`src/rtl/pipe_stall_ctrl.sv`:
```
// Pipeline stall/flush controller: freezes on memory wait, flushes after taken branches and
// inserts bubbles on ID hazards. Define STALL_PERF_EN to build the stall-cycle counter.
module pipe_stall_ctrl #(
  parameter int unsigned FLUSH_CYC = 2,
  parameter int unsigned CNT_W     = 16
) (
  input  logic             clk,
  input  logic             rst,
  input  logic             br_stall,
  input  logic             br_taken,
  input  logic             mem_busy,
  input  logic             perf_clr,
  output logic             pc_en,
  output logic             ifid_en,
  output logic             ifid_flush,
  output logic             idex_en,
  output logic             idex_flush,
  output logic             exmem_en,
  output logic [CNT_W-1:0] stall_cycles
);

  localparam int unsigned FcW = 3;
  localparam logic [FcW-1:0] FlushLoad = FcW'(FLUSH_CYC - 1);

  typedef enum logic [1:0] {StRun, StHaz, StFlush, StMwait} state_e;

  state_e         state_q, state_d;
  logic [FcW-1:0] fcnt_q, fcnt_d;

  always_comb begin
    state_d    = state_q;
    fcnt_d     = fcnt_q;
    pc_en      = 1'b1;
    ifid_en    = 1'b1;
    ifid_flush = 1'b0;
    idex_en    = 1'b1;
    idex_flush = 1'b0;
    exmem_en   = 1'b1;

    if (rst) begin
      pc_en      = 1'b0;
      ifid_en    = 1'b0;
      ifid_flush = 1'b1;
      idex_en    = 1'b0;
      idex_flush = 1'b1;
      exmem_en   = 1'b0;
      state_d    = StRun;
      fcnt_d     = '0;
    end else begin
      unique case (state_q)
        StRun, StHaz, StMwait: begin
          if (mem_busy) begin
            pc_en    = 1'b0;
            ifid_en  = 1'b0;
            idex_en  = 1'b0;
            exmem_en = 1'b0;
            state_d  = StMwait;
          end else if (br_taken) begin
            // The branch cycle itself is the first of the FLUSH_CYC flush cycles.
            ifid_flush = 1'b1;
            idex_flush = 1'b1;
            fcnt_d     = FlushLoad;
            state_d    = (FLUSH_CYC > 1) ? StFlush : StRun;
          end else if (br_stall) begin
            pc_en      = 1'b0;
            ifid_en    = 1'b0;
            idex_flush = 1'b1;
            state_d    = StHaz;
          end else begin
            state_d = StRun;
          end
        end
        StFlush: begin
          if (mem_busy) begin
            pc_en    = 1'b0;
            ifid_en  = 1'b0;
            idex_en  = 1'b0;
            exmem_en = 1'b0;
          end else begin
            // fcnt_q counts flush cycles still owed, this one included.
            ifid_flush = 1'b1;
            if (fcnt_q <= FcW'(1)) begin
              fcnt_d  = '0;
              state_d = StRun;
            end else begin
              fcnt_d = fcnt_q - FcW'(1);
            end
          end
        end
      endcase
    end
  end

  always_ff @(posedge clk) begin
    if (rst) begin
      state_q <= StRun;
      fcnt_q  <= '0;
    end else begin
      state_q <= state_d;
      fcnt_q  <= fcnt_d;
    end
  end

`ifdef STALL_PERF_EN
  logic [CNT_W-1:0] stall_q, stall_d;

  always_comb begin
    stall_d = stall_q;
    if (perf_clr) begin
      stall_d = '0;
    end else if (!pc_en && (stall_q != {CNT_W{1'b1}})) begin
      stall_d = stall_q + CNT_W'(1);
    end
  end

  always_ff @(posedge clk) begin
    if (rst) begin
      stall_q <= '0;
    end else begin
      stall_q <= stall_d;
    end
  end

  assign stall_cycles = stall_q;
`else
  logic unused_perf_clr;
  assign unused_perf_clr = perf_clr;
  assign stall_cycles    = '0;
`endif

endmodule

```
`config.mk`:
```
export PLATFORM = sky130hd
export DESIGN_NAME = pipe_stall_ctrl
export DESIGN_NICKNAME = d
export VERILOG_FILES = /design/src/rtl/pipe_stall_ctrl.sv
export SDC_FILE = /design/constraint.sdc
export NUM_CORES = 1
export LEC_CHECK = 0
export CAP_MARGIN = 40
export CORE_AREA = 2 2 39 41
export CTS_BUF_LIST = sky130_fd_sc_hd__clkbuf_4 sky130_fd_sc_hd__clkbuf_8
export CTS_CLUSTER_SIZE = 28
export DETAILED_ROUTE_END_ITERATION = 10
export DIE_AREA = 0 0 41 43
export GPL_ROUTABILITY_DRIVEN = 0
export GPL_TIMING_DRIVEN = 0
export PLACE_DENSITY = 0.75
export SYNTH_ARGS = -nofsm -noshare
export SYNTH_HDL_FRONTEND = slang
export SYNTH_SLANG_ARGS = --single-unit
```
`constraint.sdc`:
```
create_clock -name clk -period 1.2 [get_ports clk]
set_input_delay 0.24 -clock clk [delete_from_list [all_inputs] [get_ports clk]]
set_output_delay 0.24 -clock clk [all_outputs]
set_load 0.02 [all_outputs]
```
==> run summary <==
Averaged over all synthesized cells, the footprint is 8.74 um2. The routed wire length was 1020 um. Counting distinct cell types in the post-synthesis netlist gives 30. The number of top-level pins was 28. The relative contribution of sequential cells to total power came out at 0.267. The classification of the worst-slack hold path is input port to flip-flop.

The logs give 1380 um2 for the floorplan core area and 3 for the TritonCTS buffer count. Entering global routing, the biggest net connects 11 pins. Setup repair after global routing could not meet its margin everywhere. Relative to the synthesized area, the layout overhead comes to 67.3%. The top cell type by total area after synthesis was buf_4. The combinational group share of total power was 0.408; the DRC violation count after routing was 0.

Clock-pin slew was measured on the worst setup and hold paths at 0.04 ns. The proportion of register bits with asynchronous set or reset after synthesis is 0, and the final non-filler cell area is 818 um2. The via-per-instance ratio was 4.08; the iteration count of the initial detailed-routing pass was 4. For the synthesized instance count, the log shows 56.

The most used flip-flop cell after synthesis is dfxtp_1. Internal power comes to 0.000474 W. In this run, synthesis inferred 0 flip-flops with an integrated enable.

STA classifies the critical path endpoint as an output port. Diode insertion count for antenna repair: 0. The initial core utilization came out at 0.354. TritonCTS built the clock tree. The total placed instance area came out at 691 um2. In this run the deepest clock path goes through 2 buffers. The utilization after layout is 0.591. Across the routed clock network, the largest skew measured is 0.00434 ns. The flow ran to the end, but the final reports show violations. The routed length per instance is 9.58 um, and the endpoint required time on the critical path is 0.96 ns.

Category of the worst setup path launch point: a flip-flop. Kind of critical path: flip-flop to output port. The remaining number of nets flagged by the antenna check after routing is 0, and the area of the mapped netlist is 489 um2. The clock period minus final worst setup slack was 1.50 ns; the final count of pins violating max slew was 0.

The Yosys step of the flow raised 0 warnings. The cell sitting at the root of the clock tree is a clkbuf_4. The part of the Yosys area used for sequential elements is 0.205. The setup total negative slack is -0.903 ns. Overall power consumption after layout is estimated at 0.000708 W. The number of hold violations in the final report was 0; the share of layout cells above drive strength 1 was 0.622. The post-synthesis register bit count is 5. The aggregate global-route resource usage is 0.119. By area the synthesized netlist is led by buf_4 (28%), dfxtp_1 (20%), ha_1 (5.1%).

In this run the tool buffered the top-level ports with 9 buffer cells. The clock network fraction of design power is 0.324. The maximum clock rate was 667 MHz; the count of maximum capacitance violations was 0.

The number of vias after detailed routing is 432, and the reported leakage power is 0.388 nW. The initial antenna violation count was 0. The proportion of netlist area held by the largest area contributor is 0.276, and the post-route fraction of the period consumed by the critical path is 1.25. Clock latency on the worst-skew pair, taken at its later pin, is 0.26 ns.

The wire length of the first global-routing pass came out at 1420 um. The final-stage net count was 99; the worst-case setup margin in the final layout was -0.300 ns. Setup violations remaining at the end of the flow were counted as 4. The floorplan step set the die width to 41 um.

The violation count after the first detailed-routing iteration was 4. Summed over all nets, the half-perimeter wirelength after detailed placement is 703 um. The switching part of the total power is 0.331, and the total congestion overflow is 0. The number of global-route vias before repair came out at 370. The maximum net fanout on the critical path was 3; the cell area power density was 865 nW/um2. The final reports fail on setup timing. The die covers 1760 um2. The initialized floorplan defines 14 standard-cell rows. The tools report the maximum level of the CTS H-tree as 1.

IR analysis of the VDD net gives a maximum drop of 0.000619 V. The height of the chip came out at 43 um. For the worst setup path, the data arrival time is 1.26 ns. The tools report the count of clock tree sinks as 5. The tools report the total net switching power as 0.000234 W.
==> power by group through the flow <==
stage	Clock, W	Sequential [W]	Combinational [W]
floorplan	0	0.000187	0.000192
global placement	0	0.000189	0.000240
detailed placement	0	0.000189	0.000242
CTS	0.000231	0.000190	0.000277
global route	0.000242	0.000190	0.000309
finish	0.000230	0.000189	0.000289
==> cell families after synthesis <==
family	after synthesis	synth area share
other	1	0.00767
adder cells (fa/ha/maj)	2	0.0511
AND/OR/NAND/NOR	11	0.156
buffers and inverters	23	0.317
AO/OA/AOI/OAI	14	0.263
flip-flops	5	0.205
==> what timing repair did <==
action                     4_1_cts  5_1_grt
gates cloned                     0        0
gates resized for setup         40        8
setup endpoints to repair        9        9
setup buffers                    4        2
pin swaps                        3        3
hold buffers                     0        0
==> critical path, cell delays in order, from the launching register on <==
cell and delay (ns):
dfxtp_2 0.33, nor2b_4 0.13, o21a_4 0.20, or2_1 0.22, buf_6 0.13
==> layer usage <==
metal,GRT usage,part of all wire
met1,0.139,0.39
met4,0.0400,0.017
met3,0.0628,0.091
met5,0,0
met2,0.178,0.50
==> synth_stat cells (2+ instances only) <==
library cell   n
nor3_1         2
inv_1          4
dfxtp_1        5
ha_1           2
buf_4         18
==> through the flow <==
step                      instances  worst slack (ns)  hold slack (ns)
after floorplan                  71           -0.0417            0.411
after detailed placement         96            -0.928            0.443
after global placement           96            -0.930            0.440
after global routing            106            -0.315            0.194
final                           106            -0.300            0.183
after CTS                       104            -0.319            0.176
==> flip-flops by register name, summed over array words and instances (netlist names) <==
register	count
fcnt_q	3
state_q	2
==> cells in the final DEF, fill, tap and decap left out, types with 2 or more instances in the layout <==
| cell type | instances |
|---|---|
| dfxtp_4 | 2 |
| buf_12 | 2 |
| conb_1 | 16 |
| buf_6 | 4 |
| inv_1 | 3 |
| clkbuf_4 | 4 |
| dfxtp_2 | 2 |
| buf_4 | 23 |
==> cell type report <==
class | instances | area, um2
fill | 131 | 566
multi-input combinational | 43 | 345
buffer | 19 | 159
timing repair buffer | 15 | 139
sequential | 5 | 110
clock buffer | 4 | 30.0
tap | 16 | 20.0
inverter | 4 | 15.0
==> final timing paths <==
kind,startpoint,end,slack (ns),depth (start not counted)
hold reg to reg,fcnt_q[0],fcnt_q[0],0.56,2
setup reg to reg,fcnt_q[0],fcnt_q[1],0.03,5
setup / recovery,state_q[1],ifid_flush,-0.30,4
hold / removal,rst,state_q[1],0.18,2
Power figures use the tool's default switching activity.
